<file path="src/rtl/vga_sync_decoder.sv">
// vga_sync_decoder: recovers row/col/valid from sampled HSYNC/VSYNC, qualified by a lock FSM
module vga_sync_decoder #(
  parameter int H_ACTIVE        = 640,
  parameter int H_TOTAL         = 800,
  parameter int H_SYNC_START    = 656,
  parameter int V_ACTIVE        = 480,
  parameter int V_TOTAL         = 525,
  parameter int V_SYNC_START    = 490,
  parameter int SYNC_ACTIVE_LOW = 1,
  parameter int LOCK_LINES      = 4
) (
  input  logic       clk,
  input  logic       rst,
  input  logic       hsync_in,
  input  logic       vsync_in,
  output logic [9:0] row,
  output logic [9:0] col,
  output logic       valid,
  output logic       locked,
  output logic       frame_start,
  output logic [7:0] err_count
);
  localparam logic IDLE = SYNC_ACTIVE_LOW != 0;
  localparam int GW = $clog2(LOCK_LINES + 1);
  localparam logic [9:0] H_RELOAD = 10'((H_SYNC_START + 1) % H_TOTAL);
  typedef enum logic [1:0] {SEARCH, H_ACQ, V_ACQ, LOCKED} state_t;
  state_t state, state_n;
  logic [1:0] hs_s, vs_s;
  logic hs_p, vs_p, h_edge, v_edge, good, timeout, lose, col_wrap;
  logic [10:0] per;
  logic [GW-1:0] good_cnt, good_cnt_n;
  assign col_wrap = col == 10'(H_TOTAL - 1);
  assign good = per == 11'(H_TOTAL - 1);
  assign timeout = !h_edge && per >= 11'(2 * H_TOTAL - 1);
  assign locked = state == LOCKED;
  assign valid = locked && row < 10'(V_ACTIVE) && col < 10'(H_ACTIVE);
  assign frame_start = locked && row == 10'd0 && col == 10'd0;
  // The edge pulse is registered so the cycle it is high lines up with col==H_SYNC_START.
  always_ff @(posedge clk or posedge rst)
    if (rst) begin
      hs_s <= {2{IDLE}};
      vs_s <= {2{IDLE}};
      hs_p <= IDLE;
      vs_p <= IDLE;
      h_edge <= 1'b0;
      v_edge <= 1'b0;
    end else begin
      hs_s <= {hs_s[0], hsync_in};
      vs_s <= {vs_s[0], vsync_in};
      hs_p <= hs_s[1];
      vs_p <= vs_s[1];
      h_edge <= (hs_s[1] ^ IDLE) & ~(hs_p ^ IDLE);
      v_edge <= (vs_s[1] ^ IDLE) & ~(vs_p ^ IDLE);
    end
  always_ff @(posedge clk or posedge rst)
    if (rst) begin
      col <= '0;
      row <= '0;
      per <= '0;
      state <= SEARCH;
      good_cnt <= '0;
      err_count <= '0;
    end else begin
      col <= h_edge ? H_RELOAD : col_wrap ? 10'd0 : col + 10'd1;
      row <= v_edge ? 10'(V_SYNC_START) :
             col_wrap && !h_edge ? (row == 10'(V_TOTAL - 1) ? 10'd0 : row + 10'd1) : row;
      per <= h_edge ? 11'd0 : &per ? per : per + 11'd1;
      state <= state_n;
      good_cnt <= good_cnt_n;
      err_count <= lose && err_count != 8'hff ? err_count + 8'd1 : err_count;
    end
  always_comb begin
    state_n = state;
    good_cnt_n = good_cnt;
    lose = 1'b0;
    case (state)
      SEARCH: if (h_edge) begin
        state_n = H_ACQ;
        good_cnt_n = '0;
      end
      H_ACQ: if (h_edge) begin
        good_cnt_n = good ? good_cnt + GW'(1) : '0;
        if (good && good_cnt == GW'(LOCK_LINES - 1)) state_n = V_ACQ;
      end
      V_ACQ: state_n = h_edge && !good ? SEARCH : v_edge ? LOCKED : V_ACQ;
      default: begin
        lose = (h_edge && (!good || col != 10'(H_SYNC_START))) ||
               (v_edge && row != 10'(V_SYNC_START));
        state_n = lose ? SEARCH : LOCKED;
      end
    endcase
    if (timeout && state != SEARCH) begin
      state_n = SEARCH;
      lose = state == LOCKED;
    end
  end
endmodule
</file>
<file path="config.mk">
export PLATFORM = sky130hd
export DESIGN_NAME = vga_sync_decoder
export DESIGN_NICKNAME = d
export VERILOG_FILES = /design/src/rtl/vga_sync_decoder.sv
export SDC_FILE = /design/constraint.sdc
export NUM_CORES = 1
export LEC_CHECK = 0
export ABC_CLOCK_PERIOD_IN_PS = 5600
export BUFFER_PORTS_ARGS = -buffer_cell sky130_fd_sc_hd__buf_2
export CAP_MARGIN = 20
export CORE_MARGIN = 3
export CORE_UTILIZATION = 30
export CTS_BUF_LIST = sky130_fd_sc_hd__clkbuf_4
export CTS_CLUSTER_DIAMETER = 80
export CTS_CLUSTER_SIZE = 30
export DETAILED_ROUTE_END_ITERATION = 12
export SYNTH_ARGS = -nofsm -noshare
export SYNTH_HDL_FRONTEND = slang
export SYNTH_SLANG_ARGS = --single-unit
export TNS_END_PERCENT = 1
</file>
<file path="constraint.sdc">
create_clock -name clk -period 5.6 [get_ports clk]
set_input_delay 1.4 -clock clk [delete_from_list [all_inputs] [get_ports clk]]
set_output_delay 1.4 -clock clk [all_outputs]
set_load 0.02 [all_outputs]
</file>
==> metrics.csv <==
metric,value,unit
status,"finished, final reports clean",
ys_ff_latch,52,
synth_fp_nets,283,
synth.avg_cell_area,10.1,um2
dr.pass1.iters,4,
grt_use_total,11.7,%
place_congestion,0.817,
seq_area_frac_synth,48.1,%
worstHoldPathType,register to register,
drt_iter0_markers,85,
insertion_delay,360,ps
ctsLongestPathBuffers,2,
cp-start-kind,register,
num_vias,2053,
drv_slew,0,
post_cts_buffers,0,
wl,5610,um
fin_crit,3100,ps
finClkSkew,18.6,ps
fin_nets,317,
cp.required,4200,ps
cts_tree,done,
crit_type,register to primary output,
synthCells,270,
ys_types,52,
grt_max_degree,53,
cts-resized-gates,0,
setup_viol,0,
fin_setup_tns,0,ps
postRouteAntennaNets,0,
die_x,101,um
max_slew.worst_pin.slew,700,ps
overflow,0,
fillers,901,
critPathArrivalTime,1700,ps
drt-wirelength-per-cell,13.6,um
grt_pass1_vias,2085,
numCtsBuffers,5,
cts.clk_slew.worst_paths,150,ps
hold_violations,0,
min_period_over_period,55.4,%
fin_area,3040,um2
max_slew_margin,53.3,%
ios,35,
cts_root_buf,clkbuf_4,
rows,34,
start_util,31.1,%
antenna_cells,0,
peakVddDrop,113,uV
power.density,240,nW/um2
antenna_found_initial,0,
synth-edff-count,0,
grt_pass1_wl,9780,um
dpl_cell_area,2980,um2
h-tree-depth,2,
dieArea,10300,um2
drc,0,
synth_top_flop_cell,dfrtp_1,
critPathCaptureType,primary output,
viasPerCell,4.97,
clock_sinks,52,
core_area,8760,um2
holdBufCountCts,0,
crit_path_max_fanout,6,
rsz0062_at_grt,false,
syn_to_final_growth,11.8,%
die_h,101,um
portBuffers,34,
yosysWarnings,0,
synth_area,2720,um2
p_leak,1.38,nW
final_core_util,34.7,%
dpl.hpwl,3990,um
fmax,322,MHz
drive_gt1_share,21.0,%
drv_cap,0,
synthArstFlopShare,100,%
## through the flow
stage | worst slack, ps | power (W) | hold slack (ps) | instances
CTS | 2430 | 0.000747 | 367 | 413
detailed placement | 2870 | 0.000564 | 348 | 405
finish | 2500 | 0.000730 | 366 | 413
floorplan | 2920 | 0.000528 | 345 | 270
global placement | 2900 | 0.000561 | 348 | 405
global route | 2280 | 0.000779 | 372 | 413
## flip-flops by register name (all words and copies together) (netlist names)
signal / count
per: 11
col: 10
row: 10
err_count: 8
good_cnt: 3
hs_s: 2
state: 2
vs_s: 2
h_edge: 1
hs_p: 1
v_edge: 1
vs_p: 1
## per-layer routing
layer	global-route usage (%)	vias to the layer above	share of wire (%)
met3	2.48	4	4.1
met5	0	-	0
met4	3.27	0	0.68
li1	-	1020	-
met2	18.6	32	48
met1	16.1	997	47
## Yosys cell counts (4+ instances only)
master   instances  area share [%]
inv_1           13             1.8
nand4_1         11             2.5
o21ai_1          4            0.74
nor4_1           4            0.92
dfrtp_1         46              42
and3_1           7             1.6
xnor2_1         15             4.8
nand2_1         19             2.6
nor2b_1          6             1.4
nor2_1          30             4.1
xor2_1           7             2.3
a21oi_1         10             1.8
ha_1             9             4.1
nor3_1           8             1.5
dfstp_2          6             5.8
nand3_1         12             2.2
o21ai_0          9             1.7
## path summary, 6_finish.rpt
path | from | endpoint | slack, ps | depth (start not counted)
worst min-delay path | vs_s[0] | vs_s[1] | 370 | 0
max in group asynchronous | rst | good_cnt[1] | 3960 | 3
min in group asynchronous | rst | err_count[7] | 1190 | 3
worst max register to register | h_edge | err_count[1] | 3450 | 4
worst max-delay path | row[7] | frame_start | 2500 | 5
worst min register to register | vs_s[0] | vs_s[1] | 370 | 0
## logic make-up (layout without fill, tap and decap cells)
family | Yosys count | count (layout) | synth area share [%]
mux | 4 | 4 | 1.52
simple gates | 121 | 121 | 25.4
buf+inv | 21 | 56 | 3.68
xor+xnor | 22 | 22 | 7.08
compound gates | 41 | 41 | 10.2
flops | 52 | 52 | 48.1
fa+ha+maj | 9 | 9 | 4.14
## power breakdown
part / internal, W / total [W] / switching [W]
clock: 0.0000649 / 0.000176 / 0.000111
sequential: 0.000403 / 0.000444 / 0.0000407
combinational: 0.0000451 / 0.000110 / 0.0000650
total: 0.000513 / 0.000730 / 0.000217
## final cells by class
type	count	area, um2	share of cell area [%]
Clock buffer	8	60.1	1.97
Inverter	13	48.8	1.60
Multi-Input combinational cell	197	1310	43.2
Sequential cell	52	1310	43.0
Tap cell	108	135	4.44
Timing Repair Buffer	35	178	5.84
## worst max-delay path, stage by stage, from the launching register on
cell	delay, ps
dfrtp_1	460
nor4_1	290
nand3b_1	160
nor2_1	110
and3_1	160
buf_2	160
## cells in the final DEF (no fill, tap or decap), drive strengths merged, types with 9 or more instances in the layout
cell type | synthesis | routed
nand2 | 19 | 19
nand3 | 13 | 13
o21ai | 14 | 14
inv | 13 | 13
nor2 | 33 | 33
dfrtp | 46 | 46
nand4 | 13 | 13
xnor2 | 15 | 15
a21oi | 10 | 10
ha | 9 | 9
buf | 5 | 35
Power figures use the tool's default switching activity.
